==> src/rtl/arb_defs.vh <==
// Shared arbiter encodings: FSM state values and the reset value of the priority pointer.
`ifndef ARB_DEFS_VH
`define ARB_DEFS_VH

`define ARB_ST_IDLE  1'b0
`define ARB_ST_GRANT 1'b1
`define ARB_PTR_RST  3'd7

`endif

==> src/rtl/arb_rr_3to8_pkg.sv <==
`default_nettype none
`include "arb_defs.vh"
// ============================================================================
// Module   : arb_rr_3to8_pkg
// Purpose  : Shared types, constants and the round-robin search function.
// Revision : 1.0 - initial release
// ============================================================================
package arb_rr_3to8_pkg;

  localparam int c_NUM_REQ = 8;

  typedef logic [2:0] idx_t;

  localparam logic [0:0] c_ST_IDLE  = `ARB_ST_IDLE;
  localparam logic [0:0] c_ST_GRANT = `ARB_ST_GRANT;
  localparam idx_t       c_PTR_RST  = `ARB_PTR_RST;

  typedef struct packed {
    logic found;
    idx_t idx;
  } pick_t;

  // Rotate so index last+1 lands on bit 0, take the lowest set bit, rotate back.
  function automatic pick_t rr_pick(input logic [c_NUM_REQ-1:0] req, input idx_t last);
    logic [c_NUM_REQ-1:0] rot;
    idx_t                 base;
    pick_t                p;
    base    = last + 3'd1;
    p.found = 1'b0;
    p.idx   = base;
    for (int i = 0; i < c_NUM_REQ; i++) begin
      rot[i] = req[base + 3'(i)];
    end
    for (int i = c_NUM_REQ - 1; i >= 0; i--) begin
      if (rot[i]) begin
        p.found = 1'b1;
        p.idx   = base + 3'(i);
      end
    end
    return p;
  endfunction

endpackage
`default_nettype wire

==> src/rtl/dec3to8_en.sv <==
`default_nettype none
// ============================================================================
// Module   : dec3to8_en
// Purpose  : Combinational one-hot 3-to-8 decoder with enable.
// Revision : 1.0 - initial release
// ============================================================================
module dec3to8_en (
  input  logic       en,
  input  logic [2:0] sel,
  output logic [7:0] y
);

  for (genvar i = 0; i < 8; i++) begin : g_bit
    assign y[i] = en && (sel == 3'(i));
  end

endmodule
`default_nettype wire

==> src/rtl/arb_rr_3to8.sv <==
`default_nettype none
// ============================================================================
// Module   : arb_rr_3to8
// Purpose  : Eight-requester round-robin arbiter with hold timeout, driving a
//            one-hot grant through a 3-to-8 decoder.
// Revision : 1.0 - initial release
// ============================================================================
module arb_rr_3to8
  import arb_rr_3to8_pkg::*;
#(
  parameter int MAX_HOLD = 16
) (
  input  logic       clk,
  input  logic       rst,
  input  logic [7:0] req,
  output logic [2:0] grant_idx,
  output logic [7:0] grant,
  output logic       grant_valid,
  output logic       preempt
);

  localparam logic [7:0] c_HOLD_LAST = 8'(MAX_HOLD - 1);

  logic [0:0] r_state;
  idx_t       r_last;
  logic [7:0] r_hold_cnt;
  idx_t       r_grant_idx;
  logic       r_grant_valid;
  logic       r_preempt;

  pick_t      w_pick;
  logic       w_owner_req;
  logic       w_timeout;
  logic       w_arb;

  always_comb begin
    w_pick      = rr_pick(req, r_last);
    w_owner_req = req[r_grant_idx];
    // A timeout only counts while the owner still requests; a simultaneous drop is a release.
    w_timeout   = (r_state == c_ST_GRANT) && w_owner_req && (r_hold_cnt == c_HOLD_LAST);
    w_arb       = (r_state == c_ST_IDLE) || !w_owner_req || w_timeout;
  end

  always_ff @(posedge clk or posedge rst) begin
    if (rst) begin
      r_state       <= c_ST_IDLE;
      r_last        <= c_PTR_RST;
      r_hold_cnt    <= 8'd0;
      r_grant_idx   <= 3'd0;
      r_grant_valid <= 1'b0;
      r_preempt     <= 1'b0;
    end else begin
      r_preempt <= w_timeout;
      if (w_arb) begin
        r_hold_cnt <= 8'd0;
        if (w_pick.found) begin
          r_state       <= c_ST_GRANT;
          r_grant_idx   <= w_pick.idx;
          r_last        <= w_pick.idx;
          r_grant_valid <= 1'b1;
        end else begin
          r_state       <= c_ST_IDLE;
          r_grant_valid <= 1'b0;
        end
      end else begin
        r_hold_cnt <= r_hold_cnt + 8'd1;
      end
    end
  end

  dec3to8_en u_dec (
    .en  (r_grant_valid),
    .sel (r_grant_idx),
    .y   (grant)
  );

  assign grant_idx   = r_grant_idx;
  assign grant_valid = r_grant_valid;
  assign preempt     = r_preempt;

endmodule
`default_nettype wire

==> config.mk <==
export PLATFORM = sky130hd
export DESIGN_NAME = arb_rr_3to8
export DESIGN_NICKNAME = d
export VERILOG_FILES = /design/src/rtl/arb_rr_3to8_pkg.sv /design/src/rtl/dec3to8_en.sv /design/src/rtl/arb_rr_3to8.sv
export VERILOG_INCLUDE_DIRS = /design/src /design/src/rtl
export SDC_FILE = /design/constraint.sdc
export NUM_CORES = 1
export LEC_CHECK = 0
export ABC_AREA = 1
export CAP_MARGIN = 40
export CORE_ASPECT_RATIO = 1.75
export CORE_MARGIN = 5
export CORE_UTILIZATION = 35
export CTS_BUF_LIST = sky130_fd_sc_hd__clkbuf_16
export DETAILED_ROUTE_END_ITERATION = 7
export GPL_TIMING_DRIVEN = 0
export PLACE_DENSITY = 0.54
export SLEW_MARGIN = 30
export SYNTH_ARGS = -nofsm -noshare
export SYNTH_HDL_FRONTEND = slang
export SYNTH_SLANG_ARGS = --single-unit
==> constraint.sdc <==
create_clock -name clk -period 4.9 [get_ports clk]
set_input_delay 0.49 -clock clk [delete_from_list [all_inputs] [get_ports clk]]
set_output_delay 0.49 -clock clk [all_outputs]
set_load 0.01 [all_outputs]
==> reports/summary.txt <==
Max Clock Freq: 0.359 GHz
synthesized instance count: 272
max-slew violation count: 0
Hold Vio Cnt, Final: 0
vias per cell: 4.91
Port Buffers: 22
startpoint types: register
min-delay worst type: reg -> reg
Rows: 32
Max clock buf depth: 2
max_cap viols: 0
Ports: 23
DR DRC count: 0
Detailed Route WL: 4460 um
sequential cell area fraction in the yosys report: 0.256
Mapped Avg Cell Area: 5.80 um2
Nets: 312
clk_skew: 5.39 ps
detailed router's first-iteration violation count: 92
CTS buffer count: 3
Layout area overhead: 23.0%
Final HPWL DP: 3690 um
clk_lat worst skew: 250 ps
post-route clock period utilization: 0.568
max_slew headroom: 0.596
Ys Warns: 0
Critical Path Sink Type: register
vias in the first global route: 1,656
post-cts sizing count: 0
Initial DRT Pass Iterations: 4
postcts setup bufs: 0
RSZ-0062 raised after global routing: false
Worst-Margin Slew: 605 ps
multi-input logic area: 992 um2
die area: 6000 um2
min Tclk post-route: 2780 ps
GRT Total Usage: 0.166
CTS tree: done
post-synth cell types: 29
design area: 1940 um2
hold_buf cts: 0
via count: 1,714
crit path DAT: 2910 ps
Die Wd: 60.7 um
syn nets: 285
Starting Density: 0.358
final setup fails: 0
Clock Tree Root: clkbuf_16
clock sinks: 16
Post-Synthesis Cell Area: 1580 um2
register area: 404 um2
depth of the CTS H-tree: 1
kind of critical path: reg -> reg
status: finished clean
clock-pin slew on the worst setup and hold paths: 50 ps
largest net degree at the start of global routing: 17
ant diodes: 0
drt wl/cell: 12.8 um
Final TNS setup: 0 ps
first-pass GRT wire length: 7510 um
Seq cells post-synth: 16
core area: 4400 um2
fraction of layout cells with a size suffix above 1: 0.114
routability cong.: 0.886
WP data required: 5030 ps
DP Area: 1860 um2
die boundary height: 98.8 um
Routed Antenna Nets: 0
initial antenna violation count: 0
number of fill cells: 496
Crit Path Max Fanout: 10
Congestion Overflow GR: 0
[sequential cells by signal, indices dropped and copies added, names as in the netlist]
name         flops
grant_valid      1
r_last           3
preempt          1
grant_idx        3
r_hold_cnt       8
[final timing paths]
path,start,to,slack (ps),depth (start not counted)
max,r_last[0],grant_idx[2],2120,17
min,r_hold_cnt[0],r_hold_cnt[0],460,1
max reg2reg,r_last[0],grant_idx[2],2120,17
min reg2reg,r_hold_cnt[0],r_hold_cnt[0],460,1
max in group asynchronous,rst,grant_idx[0],3890,2
min in group asynchronous,rst,grant_valid,620,2
[critical path, stage by stage, from the launching register on]
cell     delay (ps)
dfstp_2         530
buf_6           150
inv_6            50
buf_8           140
ha_1            340
inv_1           100
buf_2           230
nand3_1         110
nand2_1         100
nor2_1           60
nor2_1          150
inv_1           100
nor3_2          120
nand3_2         120
nand2_4         110
a31oi_1          50
nand2_1         100
nand2_1          70
[logic make-up after synthesis]
logic type,count (synthesis),synth area share
adder cells (fa/ha/maj),3,0.0238
AND/OR/NAND/NOR,192,0.527
AO/OA/AOI/OAI,21,0.0730
buffers and inverters,39,0.114
flip-flops,16,0.256
XOR/XNOR,1,0.00556
[cells in the mapped netlist, drive strengths merged]
cell | count | share of area
buf | 5 | 0.030
nand4 | 1 | 0.0040
nor3b | 2 | 0.0095
o21bai | 2 | 0.0095
nor3 | 4 | 0.016
dfrtp | 13 | 0.21
ha | 3 | 0.024
nand3 | 25 | 0.086
a21oi | 9 | 0.029
o22ai | 3 | 0.012
inv | 34 | 0.084
xor2 | 1 | 0.0056
nor2 | 26 | 0.063
a31oi | 1 | 0.0040
nand2 | 132 | 0.34
and3 | 1 | 0.0040
o21ai | 6 | 0.019
dfstp | 3 | 0.050
nand3b | 1 | 0.0048
[cell type report]
type	instances	area share
timing repair buffer	22	0.114
inverter	34	0.0684
clock buffer	3	0.0387
sequential	16	0.208
multi-input combinational	217	0.512
clock inverter	1	0.00194
tap	51	0.0329
buffer	5	0.0245
[metal layers]
metal | share of wire | up-vias | global-route usage
met1 | 0.38 | 774 | 0.173
met5 | 0 | - | 0
met4 | 0.037 | 0 | 0.0952
met2 | 0.56 | 34 | 0.303
met3 | 0.031 | 11 | 0.0157
li1 | - | 895 | -
[stage by stage]
step / hold slack (ps) / util / instances / setup WS [ps]
floorplan: 402 / - / 272 / 2510
global placement: 459 / 0.422 / 345 / 2110
detailed placement: 471 / 0.422 / 345 / 2090
CTS: 473 / 0.440 / 349 / 2080
global route: 506 / 0.440 / 349 / 1850
finish: 462 / 0.440 / 349 / 2120
[placed cells by master (no fill, tap or decap), types with 2 or more instances in the layout]
| master | n |
|---|---|
| nand2_2 | 13 |
| clkdlybuf4s50_1 | 22 |
| clkbuf_16 | 3 |
| o22ai_1 | 3 |
| buf_6 | 2 |
| nand3_2 | 2 |
| inv_2 | 4 |
| nand2_1 | 118 |
| o21bai_1 | 2 |
| dfstp_2 | 3 |
| buf_2 | 2 |
| ha_1 | 3 |
| a21oi_1 | 9 |
| nor2_1 | 25 |
| dfrtp_1 | 13 |
| o21ai_0 | 2 |
| nor3b_1 | 2 |
| nor3_1 | 3 |
| o21ai_1 | 4 |
| nand3_1 | 23 |
| inv_1 | 29 |
Power is left out: the tool's default activity adds up to more than one toggle a clock period on the data nets, which glitch-free logic cannot reach.
